File: src/rtl/arm_hazard_scoreboard.sv
// arm_hazard_scoreboard: ID hazard/forwarding unit; in id_* operands, out hazard stall, fwd_sel_rn/rm (0=regfile, k=entry k-1), stall_cnt
module arm_hazard_scoreboard #(
  parameter int REG_W  = 4,
  parameter int DEPTH  = 3,
  parameter int FWD_EN = 1,
  parameter int CNT_W  = 16
) (
  input  logic                         clk,
  input  logic                         rst,
  input  logic                         freeze,
  input  logic                         flush,
  input  logic                         id_valid,
  input  logic [REG_W-1:0]             id_rn,
  input  logic [REG_W-1:0]             id_rm,
  input  logic                         id_uses_rn,
  input  logic                         id_two_src,
  input  logic                         id_wb_en,
  input  logic                         id_mem_r_en,
  input  logic [REG_W-1:0]             id_dest,
  output logic                         hazard,
  output logic [$clog2(DEPTH+1)-1:0]   fwd_sel_rn,
  output logic [$clog2(DEPTH+1)-1:0]   fwd_sel_rm,
  output logic [CNT_W-1:0]             stall_cnt
);
  localparam int SW = $clog2(DEPTH+1);
  logic [DEPTH-1:0] v, w, m, mn, mm;
  logic [REG_W-1:0] d [DEPTH];
  logic [SW-1:0]    sn, sm;
  logic             rn_req, rm_req, raw;
  assign rn_req = id_valid & id_uses_rn;
  assign rm_req = id_valid & id_two_src;
  always_comb begin
    mn = '0;
    mm = '0;
    sn = '0;
    sm = '0;
    for (int k = 0; k < DEPTH; k++) begin
      mn[k] = v[k] & w[k] & (d[k] == id_rn);
      mm[k] = v[k] & w[k] & (d[k] == id_rm);
    end
    for (int k = DEPTH - 1; k >= 0; k--) begin
      if (mn[k]) sn = SW'(k + 1);
      if (mm[k]) sm = SW'(k + 1);
    end
  end
  assign raw = (FWD_EN != 0) ? m[0] & ((rn_req & mn[0]) | (rm_req & mm[0]))
                             : (rn_req & |mn) | (rm_req & |mm);
  assign hazard     = rst & raw & ~flush & ~freeze;
  assign fwd_sel_rn = ((FWD_EN != 0) && rst && rn_req) ? sn : '0;
  assign fwd_sel_rm = ((FWD_EN != 0) && rst && rm_req) ? sm : '0;
  always_ff @(posedge clk or negedge rst) begin
    if (!rst) begin
      v         <= '0;
      w         <= '0;
      m         <= '0;
      stall_cnt <= '0;
      for (int k = 0; k < DEPTH; k++) d[k] <= '0;
    end else if (!freeze) begin
      for (int k = 1; k < DEPTH; k++) begin
        v[k] <= v[k-1];
        w[k] <= w[k-1];
        m[k] <= m[k-1];
        d[k] <= d[k-1];
      end
      v[0] <= id_valid & ~flush & ~hazard;
      w[0] <= id_wb_en;
      m[0] <= id_mem_r_en;
      d[0] <= id_dest;
      if (hazard && stall_cnt != '1) stall_cnt <= stall_cnt + CNT_W'(1);
    end
  end
endmodule

File: config.mk
export PLATFORM = sky130hd
export DESIGN_NAME = arm_hazard_scoreboard
export DESIGN_NICKNAME = d
export VERILOG_FILES = /design/src/rtl/arm_hazard_scoreboard.sv
export SDC_FILE = /design/constraint.sdc
export NUM_CORES = 1
export LEC_CHECK = 0
export CAP_MARGIN = 10
export CORE_MARGIN = 2
export CORE_UTILIZATION = 40
export DETAILED_ROUTE_END_ITERATION = 8
export PLACE_DENSITY = 0.77
export SETUP_SLACK_MARGIN = 0.1
export SLEW_MARGIN = 15
export SYNTH_ARGS = -nofsm -noshare
export SYNTH_HDL_FRONTEND = slang
export SYNTH_SLANG_ARGS = --single-unit
File: constraint.sdc
create_clock -name clk -period 3.05 [get_ports clk]
set_input_delay 0.61 -clock clk [delete_from_list [all_inputs] [get_ports clk]]
set_output_delay 0.61 -clock clk [all_outputs]
set_load 0.02 [all_outputs]
# --- Word-level counts from Yosys, hierarchy flattened ---
# Cells that the tools add are included.
op_classes:
  bitwise_logic: 23
  n_addsub: 1
  reduce_logical: 4
  eq_ne: 7
  n_mux: 8
ops:
  columns: ["op", "n"]
  rows:
  - ["4-bit == test", 6]
  - ["1-bit bitwise AND", 19]
  - ["16-bit by 1-bit adder with 16-bit output, second input constant", 1]
  - ["2-bit 2-to-1 mux", 8]
  - ["16-bit != test, second input constant", 1]
  - ["1-bit logical AND", 3]
  - ["1-bit NOT", 3]
  - ["2-bit AND reduction", 1]
  - ["1-bit bitwise OR", 1]
totals:
  register_bits: 35
  wordCells: 50
  in_bits: 21
  out_inout_bits: 21

# --- Logic depth before layout (Yosys ltp) ---
# Gate-level depths: netlist of run 1.
depth:
  ltp_word: 10
  depth_mapped: 7
  mapped_depth_nobuf: 6

# --- Worst setup path before layout of run 1 ---
# Ideal clock, no wire load.
synth_timing:
  path_type: "input -> output"
  start: "input port id_rm[2]"
  end: "output port hazard"
  stages: 4
  path_buffers: 0
  setup_slack_ns: 0.689
  arrival_ns: 1.751
  t_required_ns: 2.440
  cell_sequence: "xnor2_1 -> nand3_1 -> or4_4 -> a21oi_1"
synth_between:
  elab_chain_cells: 8
synth_lines:
  columns: ["element", "line", "source"]
  rows:
  - ["from (decl)", "14", "input logic [REG_W-1:0] id_rm,"]
  - ["4-bit == test", "39", "mm[k] = v[k] & w[k] & (d[k] == id_rm);"]
  - ["1-bit bitwise AND", "39", null]
  - ["1-bit bitwise AND", "46", "assign raw = (FWD_EN != 0) ? m[0] & ((rn_req & mn[0]) | (rm_req & mm[0]))"]
  - ["1-bit bitwise OR", "46", null]
  - ["1-bit bitwise AND", "46", null]
  - ["1-bit bitwise AND (3 in a row)", "48", "assign hazard = rst & raw & ~flush & ~freeze;"]
  - ["to (decl)", "20", "output logic hazard,"]
# Every way passes these cells.

# --- Final worst setup path of run 1 ---
# Same ends and word-level chain as after synthesis.

==> reports/results.tsv, run 1 <==
stage	metric	value	unit
logic_synthesis	net count after synthesis	190	
setup_path	critical-path cell list	clkdlybuf4s50_1, xnor2_1, nand3_1, or4_4, a21oi_2, buf_2	
pwr	clock share of power	31.5	%
global_routing	all-layer global routing usage	16.97	%
global_routing	initial antenna violation count	0	
placement	HPWL after detailed placement	3204	um
logic_synthesis	sequential element share of the synthesized area	45.87	%
clock_network	CTS H-Tree Depth	2	
cells_and_area	Area growth, synth to finish	34.34	%
cells_and_area	share of layout cells above drive strength 1	25.22	%
logic_synthesis	area leader, netlist	dfrtp_1	
floorplan	total core area	0.004661	mm2
sta	fin. max-slew vios	0	
sta	slew margin rel.	74.39	%
detailed_routing	drt pass-1 iters	4	
logic_synthesis	Yosys reg bits	35	
hold_path	Hold Path Stages	1	
cells_and_area	# diodes	0	
clock_network	hold_buf cts	0	
setup_path	Crit. End Element	output pin	
logic_synthesis	Area contributors post-synth	dfrtp_1 (46%), mux2_2 (11%), xnor2_1 (9.2%)	
clock_network	clock latency on the worst-skew pair	0.29	ns
detailed_routing	Post-DRT Antenna Nets	0	
detailed_routing	via count	1496	
logic_synthesis	Ys Warns	0	
setup_path	CP Buf/Inv Count	2	
sta	setup violators final	0	
placement	dpl cell area	0.002489	mm2
clock_network	Sink Count	35	
placement	dpl cells	276	
logic_synthesis	share of the synthesized area in the top cell type	45.87	%
clock_network	CTS tree	done	
placement	PortBufs	41	
pwr	VDD IR max	0.0002279	V
logic_synthesis	Synth Instances	168	
detailed_routing	initial drt markers	61	
sta	final setup TNS	0	ns
detailed_routing	DR WL/cell	14.67	um
logic_synthesis	Avg Cell Area, Syn	11.37	um2
global_routing	grt total ovfl	0	
floorplan	Starting Density	40.97	%
sta	final hold viol count	0	
detailed_routing	final wirelength	4166	um
setup_path	r2r worst-path depth	7	
hold_path	worst hold path startpoint	w[2]$_DFFE_PN0N_	
clock_network	post-CTS setup buffer count	0	
floorplan	die area	0.005342	mm2
sta	slew at the pin closest to its max-slew limit	0.3812	ns
setup_path	CP Data Required Time	2.44	ns
setup_path	reg2reg end	stall_cnt[1]$_DFFE_PN0P_	
global_routing	largest net degree at the start of global routing	21	
pwr	Sw Share	26.48	%
global_routing	first-pass GRT wire length	6934	um
setup_path	crit-path max cell delay	0.54	ns
job	Max Cap Violations	0	
clock_network	total CTS buffers	5	
logic_synthesis	Post-Synthesis Cell Area	0.001909	mm2
logic_synthesis	Cell variety after synth	31	
global_routing	via count of the first global-routing pass	1506	
setup_path	startpoint types	primary input	
detailed_routing	Avg Vias per Cell	5.268	
hold_path	HP Class	register to register	
floorplan	cell row count	25	
sta	hold_ws	0.5152	ns
sta	FMAX	343.6	MHz
cells_and_area	design area	0.002565	mm2
setup_path	Worst Path Arrival	2.30	ns
pwr	pwr/cell area	402.1	mW/mm2
detailed_routing	Remaining DRCs	0	
pwr	part of the power in registers	52.4	%
pwr	Power Internal	0.7583	mW
sta	fin crit period	2.911	ns
pwr	Logic pwr share	16.1	%
setup_path	critical path's slowest cell	clkdlybuf4s50_1	
cells_and_area	fill cell count	420	
setup_path	critical path type	primary input to output pin	
setup_path	crit path max fanout	3	
setup_path	Crit path max-delay family	buffers and inverters	
floorplan	Die Wd	73.09	um
setup_path	launching point of the worst reg2reg path	d[9]$_DFFE_PN0N_	
sta	crit share post-route	95.43	%
clock_network	CTS Buffer Depth	2	
sta	RSZ-0062 raised after global routing	true	
sta	Fin Clk Skew	0.009035	ns
hold_path	Hold Path Sink	w[2]$_DFFE_PN0N_	
cells_and_area	area of the multi-input gates	0.001028	mm2
setup_path	R2R Setup Slk	0.67	ns
cells_and_area	NumNets Final	251	
placement	Placer Congestion	0.8595	
clock_network	Root Buffer	clkbuf_8	
pwr	leak pwr	1.080	nW
clock_network	clock slew at reported path FFs	0.07	ns
floorplan	I/O pin cnt	42	
pwr	switching pwr	0.2732	mW
run_status	outcome	finished, final reports clean	
floorplan	Die Y	73.09	um
cells_and_area	utilization after layout	55.03	%
cells_and_area	area occupied by registers	875.8	um2
cells_and_area	Non-Filler Instances	284	
==> cells by family (layout without fill, tap and decap cells) <==
kind of cell / Yosys count / count (layout) / synth area share [%]
buffers and inverters: 3 / 65 / 0.9825
muxes: 19 / 19 / 11.21
AOI/OAI and AO/OA: 7 / 7 / 2.621
DFF: 35 / 35 / 45.87
and+or+nand+nor: 65 / 65 / 20.45
xor gates and xnor gates: 38 / 38 / 18.22
adders and majority gates: 1 / 1 / 0.6552
==> layout make-up <==
type	instances	share of cell area, %
Timing Repair Buffer	57	19.95
Tap cell	54	2.634
Sequential cell	35	34.15
Clock inverter	1	0.1951
Multi-Input combinational cell	130	40.10
Clock buffer	7	2.976
==> metal layers <==
metal | part of all wire (%) | vias to the layer above | track usage [%]
li1 | - | 723 | -
met3 | 3.5 | 4 | 4.558
met5 | 0 | - | 0
met2 | 50 | 24 | 27.43
met1 | 46 | 745 | 22.56
met4 | 0.96 | 0 | 4.321
==> power groups by stage <==
stage | combinational [mW] | sequential, mW | clock, mW
floorplan | 0.0959 | 0.538 | 0
global placement | 0.163 | 0.547 | 0
detailed placement | 0.167 | 0.550 | 0
CTS | 0.168 | 0.541 | 0.332
global route | 0.183 | 0.546 | 0.353
finish | 0.166 | 0.540 | 0.325
==> placed cells by master, fill, tap and decap left out, types with 3 or more instances in the layout <==
| cell | synthesis | layout |
|---|---|---|
| nand4_1 | 10 | 10 |
| nand2_1 | 15 | 15 |
| clkbuf_2 | 0 | 3 |
| clkdlybuf4s50_1 | 0 | 36 |
| dfrtp_1 | 35 | 35 |
| xor2_1 | 16 | 16 |
| and3_1 | 5 | 5 |
| buf_4 | 0 | 16 |
| mux2_2 | 19 | 19 |
| nor2_1 | 4 | 4 |
| nand3_1 | 8 | 8 |
| nor3_1 | 9 | 8 |
| clkbuf_8 | 0 | 5 |
| xnor2_1 | 20 | 20 |
==> sequential cells by signal (all words and copies together) (netlist names) <==
name       flops
stall_cnt     16
m              1
v              3
d             12
w              3
==> how the worst max path moves through the flow <==
stage                   from  endpoint  slack, ns  cells past startpoint
floorplan           id_rm[2]    hazard       0.69                      4
global placement    id_rm[2]    hazard      -0.31                      6
detailed placement  id_rm[2]    hazard      -0.34                      6
CTS                 id_rm[2]    hazard       0.10                      6
global route        id_rm[2]    hazard       0.06                      6
finish              id_rm[2]    hazard       0.14                      6
==> synth_stat cells <==
cell type / number
ha_1: 1
nand2b_1: 1
or4_4: 1
xnor2_2: 2
xnor2_1: 20
nor4bb_1: 1
and3_2: 1
a211oi_2: 1
nor2b_1: 2
nand3_1: 8
xor2_1: 16
mux2_2: 19
or3_1: 1
a211oi_1: 1
nand4_1: 10
a21oi_1: 2
and3_1: 5
buf_6: 1
nand2_1: 15
clkbuf_1: 1
and4_1: 2
nor2_1: 4
a31oi_1: 1
buf_1: 1
nand3_2: 2
nor4_1: 1
dfrtp_1: 35
o21ai_0: 1
a221oi_1: 1
nor3_1: 9
nand4_4: 2
==> through the flow <==
stage	power, mW	worst slack [ns]
3_5_place_dp	0.7167	-0.3425
5_1_grt	1.082	0.06384
2_1_floorplan	0.6338	0.6888
4_1_cts	1.040	0.1020
3_3_place_gp	0.7103	-0.3120
6_report	1.031	0.1393
==> timing repair <==
| item | CTS | global route |
|---|---|---|
| endpoints found under the setup margin | 5 | 5 |
| gates cloned | 0 | 0 |
| gates resized for setup | 12 | 9 |
| pin swaps | 0 | 2 |
Power figures use the tool's default switching activity.
==> inputs of run 2 (changes only) <==
PLACE_DENSITY = 0.79   (was 0.77)
clock period = 2.4 ns   (was 3.05 ns; I/O delays follow)
==> reports/results.tsv, run 2 (synthesized netlist as in run 1, its figures left out) <==
stage	metric	value	unit
setup_path	R2R Setup Slk	0.10	ns
global_routing	via count of the first global-routing pass	1582	
placement	Placer Congestion	0.8783	
cells_and_area	fill cell count	362	
global_routing	grt total ovfl	0	
sta	fin. max-slew vios	0	
setup_path	CP Depth	6	
global_routing	first-pass GRT wire length	7452	um
placement	dpl cell area	0.002564	mm2
setup_path	Crit path max-delay family	simple AND/OR/NAND/NOR gates	
cells_and_area	Area growth, synth to finish	45.68	%
cells_and_area	design area	0.002781	mm2
clock_network	Sink Count	35	
cells_and_area	# diodes	0	
cells_and_area	NumNets Final	266	
setup_path	Worst Path Arrival	1.88	ns
setup_path	r2r worst-path depth	7	
detailed_routing	Avg Vias per Cell	5.251	
setup_path	CP Data Required Time	1.92	ns
pwr	leak pwr	1.215	nW
sta	fin crit period	2.362	ns
floorplan	Die Wd	73.09	um
detailed_routing	drt pass-1 iters	4	
global_routing	initial antenna violation count	0	
setup_path	Worst Setup SP	id_rm[3]	
clock_network	CTS Buffer Depth	2	
sta	FMAX	423.3	MHz
detailed_routing	initial drt markers	135	
setup_path	Critical Path End	hazard	
detailed_routing	Post-DRT Antenna Nets	0	
sta	crit share post-route	98.42	%
clock_network	Root Buffer	clkbuf_8	
sta	RSZ-0062 raised after global routing	true	
clock_network	clock latency on the worst-skew pair	0.29	ns
floorplan	Die Y	73.09	um
setup_path	critical path type	primary input to output pin	
sta	final hold viol count	0	
setup_path	startpoint types	primary input	
pwr	pwr/cell area	495.5	mW/mm2
floorplan	die area	0.005342	mm2
global_routing	largest net degree at the start of global routing	24	
job	Max Cap Violations	0	
sta	setup violators final	0	
clock_network	CTS H-Tree Depth	2	
global_routing	all-layer global routing usage	18.49	%
detailed_routing	via count	1570	
hold_path	HP Class	register to register	
cells_and_area	Largest Register	stall_cnt	
placement	PortBufs	41	
setup_path	critical-path cell list	clkdlybuf4s15_1, xnor2_1, nand3_2, or4_4, a21oi_4, buf_6	
floorplan	Starting Density	40.97	%
detailed_routing	Remaining DRCs	0	
setup_path	reg2reg end	stall_cnt[1]$_DFFE_PN0P_	
setup_path	CP Buf/Inv Count	2	
floorplan	I/O pin cnt	42	
clock_network	total CTS buffers	5	
sta	slew margin rel.	62.35	%
setup_path	launching point of the worst reg2reg path	d[11]$_DFFE_PN0N_	
cells_and_area	Largest regs	stall_cnt x16, d x12	
clock_network	CTS tree	done	
pwr	VDD IR max	0.0002842	V
clock_network	clock slew at reported path FFs	0.07	ns
placement	HPWL after detailed placement	3321	um
cells_and_area	commonest non-fill, non-tap cell in the layout	dfrtp_1	
setup_path	critical path's slowest cell	or4_4	
detailed_routing	final wirelength	4699	um
run_status	outcome	finished, final reports clean	
cells_and_area	share of layout cells above drive strength 1	35.51	%
cells_and_area	most frequent cells in the layout	dfrtp_1 (34), buf_4 (30), clkdlybuf4s50_1 (26)	
sta	hold_ws	0.5098	ns
sta	slew at the pin closest to its max-slew limit	0.5596	ns
sta	final setup TNS	0	ns
detailed_routing	DR WL/cell	15.72	um
setup_path	Crit. End Element	output pin	
setup_path	crit-path max cell delay	0.56	ns
cells_and_area	max reg flops	16	
floorplan	total core area	0.004661	mm2
floorplan	cell row count	25	
sta	Fin Clk Skew	0.006220	ns
setup_path	crit path max fanout	2	
==> run 2: worst min-delay path by stage <==
stage / start / end / slack, ns / cells after the start
2_1_floorplan: rst / d[0]$_DFFE_PN0N_ / 0.18 / 0
3_3_place_gp: v[2]$_DFFE_PN0N_ / v[2]$_DFFE_PN0N_ / 0.49 / 1
3_5_place_dp: stall_cnt[15]$_DFFE_PN0P_ / stall_cnt[15]$_DFFE_PN0P_ / 0.50 / 1
4_1_cts: stall_cnt[15]$_DFFE_PN0P_ / stall_cnt[15]$_DFFE_PN0P_ / 0.51 / 1
5_1_grt: stall_cnt[15]$_DFFE_PN0P_ / stall_cnt[15]$_DFFE_PN0P_ / 0.54 / 1
6_report: stall_cnt[15]$_DFFE_PN0P_ / stall_cnt[15]$_DFFE_PN0P_ / 0.51 / 1
==> run 2: worst register-to-register path, cell delays in order, from the launching register on <==
cell	delay, ns
dfrtp_1	0.39
xnor2_1	0.21
nand3_2	0.11
or4_4	0.56
buf_6	0.15
a211oi_4	0.29
buf_6	0.19
mux2_4	0.30
==> run 2: timing repair <==
action	CTS	global route
gates cloned	0	1
resized for setup	40	27
hold buffers	0	0
pin swaps	11	17
endpoints found under the hold margin	0	0
setup buffers	2	2
endpoints found under the setup margin	17	10
==> run 2: metrics by stage <==
| stage | power [mW] | setup WS, ns | cells | utilization, % |
|---|---|---|---|---|
| floorplan | 0.8054 | 0.2988 | 168 | - |
| detailed placement | 0.9320 | -0.6832 | 286 | 55.01 |
| CTS | 1.356 | 0.01865 | 296 | 57.23 |
| finish | 1.378 | 0.03780 | 299 | 59.68 |
| global placement | 0.9213 | -0.6533 | 286 | 55.01 |
| global route | 1.441 | -0.01427 | 299 | 59.68 |
==> run 2: report_power, final <==
part | switching [mW] | leakage, nW | internal (mW)
sequential | 0.0500 | 0.449 | 0.636
combinational | 0.118 | 0.725 | 0.154
clock | 0.218 | 0.0412 | 0.203
total | 0.386 | 1.22 | 0.993
==> run 2: final cells by class <==
| cell class | count | area, um2 | share of cell area [%] |
|---|---|---|---|
| multi-input combinational | 130 | 1115 | 40.08 |
| sequential | 35 | 877.1 | 31.53 |
| timing repair buffer | 72 | 636.9 | 22.90 |
| clock buffer | 6 | 72.57 | 2.609 |
| tap | 54 | 67.56 | 2.429 |
| clock inverter | 2 | 12.51 | 0.4498 |
==> run 2: metal layers <==
layer,vias up,global-route usage [%],wire (um)
met5,-,0,0
met4,0,10.49,139
met3,14,4.282,180
met2,46,28.33,2350
met1,759,23.90,2028
li1,751,-,-
==> inputs of run 3 (changes only) <==
PLACE_DENSITY = 0.77   (was 0.79)
clock period = 2.8 ns   (was 2.4 ns; I/O delays follow)
==> reports/results.tsv, run 3 (synthesized netlist as in run 1, its figures left out) <==
stage	metric	value	unit
global_routing	M2 GR Usage	26.13	%
job	Max Cap Violations	0	
detailed_routing	Avg Vias per Cell	5.187	
global_routing	all-layer global routing usage	16.78	%
pwr	switching pwr	0.3087	mW
placement	dpl cell area	0.002519	mm2
sta	fin crit period	2.703	ns
detailed_routing	via count	1499	
clock_network	hold_buf cts	0	
run_status	outcome	finished, final reports clean	
global_routing	initial antenna violation count	0	
clock_network	clock latency on the worst-skew pair	0.28	ns
setup_path	reg2reg end	stall_cnt[1]$_DFFE_PN0P_	
clock_network	CTS H-Tree Depth	2	
pwr	Power Internal	0.9456	mW
hold_path	Hold Path Sink	w[2]$_DFFE_PN0N_	
pwr	VDD IR max	0.0003308	V
sta	PnR worst setup slack	0.09651	ns
sta	crit share post-route	96.55	%
detailed_routing	initial drt markers	82	
hold_path	worst hold path startpoint	w[2]$_DFFE_PN0N_	
setup_path	launching point of the worst reg2reg path	d[10]$_DFFE_PN0N_	
pwr	pwr/cell area	466.5	mW/mm2
global_routing	M1 GR Usage	22.87	%
setup_path	critical path type	primary input to output pin	
cells_and_area	max reg flops	16	
global_routing	first-pass GRT wire length	6858	um
cells_and_area	Area growth, synth to finish	40.83	%
clock_network	clock slew at reported path FFs	0.07	ns
global_routing	GRT busiest layer	met2	
global_routing	via count of the first global-routing pass	1476	
sta	setup violators final	0	
cells_and_area	share of layout cells above drive strength 1	29.79	%
setup_path	CP Data Required Time	2.24	ns
floorplan	total core area	0.004661	mm2
cells_and_area	most frequent cells in the layout	dfrtp_1 (35), clkdlybuf4s50_1 (32), buf_4 (21)	
sta	RSZ-0062 raised after global routing	false	
pwr	clock share of power	37.2	%
floorplan	Starting Density	40.97	%
floorplan	I/O pin cnt	42	
floorplan	Die Y	73.09	um
sta	slew at the pin closest to its max-slew limit	0.3567	ns
placement	HPWL after detailed placement	3140	um
pwr	leak pwr	1.160	nW
sta	fin. max-slew vios	0	
sta	hold_ws	0.5127	ns
sta	final hold viol count	0	
setup_path	r2r worst-path depth	7	
setup_path	crit path max fanout	3	
cells_and_area	# diodes	0	
cells_and_area	Largest regs	stall_cnt x16, d x12	
detailed_routing	final wirelength	4280	um
global_routing	grt total ovfl	0	
detailed_routing	Remaining DRCs	0	
pwr	Sw Share	24.61	%
placement	Placer Congestion	0.8559	
detailed_routing	DR WL/cell	14.81	um
pwr	part of the power in registers	46.9	%
floorplan	cell row count	25	
floorplan	Die Wd	73.09	um
cells_and_area	NumNets Final	256	
cells_and_area	Largest Register	stall_cnt	
hold_path	Hold Path Stages	1	
detailed_routing	drt pass-1 iters	4	
sta	slew margin rel.	76.00	%
sta	final setup TNS	0	ns
global_routing	largest net degree at the start of global routing	22	
placement	dpl cells	280	
clock_network	Root Buffer	clkbuf_8	
setup_path	Worst Setup SP	id_rn[1]	
setup_path	Worst Path Arrival	2.14	ns
placement	Place WS	-0.5334	ns
detailed_routing	Post-DRT Antenna Nets	0	
clock_network	Sink Count	35	
placement	PortBufs	41	
pwr	Logic pwr share	15.8	%
clock_network	CTS Buffer Depth	2	
global_routing	Global Route met3 Usage	4.144	%
setup_path	Crit. End Element	output pin	
clock_network	total CTS buffers	5	
cells_and_area	design area	0.002689	mm2
setup_path	startpoint types	primary input	
clock_network	CTS tree	done	
setup_path	R2R Setup Slk	0.44	ns
sta	Fin Clk Skew	0.004639	ns
cells_and_area	Non-Filler Instances	289	
floorplan	die area	0.005342	mm2
sta	FMAX	369.9	MHz
hold_path	HP Class	register to register	
cells_and_area	commonest non-fill, non-tap cell in the layout	dfrtp_1	
run 3: critical path, stage by stage:
cell and delay, ns:
clkdlybuf4s50_1 0.48, xor2_1 0.19, nor3_2 0.33, nand4_1 0.24
a21oi_4 0.20, buf_6 0.14
run 3: worst max-delay path by stage:
stage	to	slack (ns)	cells past startpoint
floorplan	hazard	0.54	4
global placement	hazard	-0.48	6
detailed placement	hazard	-0.53	6
CTS	hazard	0.06	6
global route	hazard	0.06	6
finish	hazard	0.1	6
run 3: power groups by stage:
stage / Clock, mW / Sequential [mW] / Combinational (mW)
after floorplan: 0 / 0.586 / 0.104
after global placement: 0 / 0.596 / 0.182
after detailed placement: 0 / 0.597 / 0.185
after CTS: 0.479 / 0.588 / 0.185
after global routing: 0.502 / 0.595 / 0.217
final: 0.467 / 0.589 / 0.199
run 3: what timing repair did:
| action | 4_1_cts | 5_1_grt |
|---|---|---|
| pin swaps | 2 | 3 |
| setup endpoints to repair | 5 | 5 |
| setup buffers | 0 | 1 |
| resized for setup | 23 | 13 |
run 3: area by class of cell:
class	instances	area (um2)
Multi-Input combinational cell	130	1066
Sequential cell	35	875.8
Timing Repair Buffer	62	561.8
Clock buffer	6	82.58
Tap cell	54	67.56
Clock inverter	2	35.03
Fill cell	388	1972
run 3: per-layer routing:
metal  wire length [um]  share of wire, %
met5                  0                 0
met4                 52               1.2
met3                173               4.0
met2               2105                49
met1               1949                46
run 3: per-stage QoR:
stage	utilization [%]	power (mW)
2_1_floorplan	-	0.6903
3_3_place_gp	54.04	0.7775
3_5_place_dp	54.04	0.7819
4_1_cts	56.40	1.252
5_1_grt	57.69	1.313
6_report	57.69	1.254
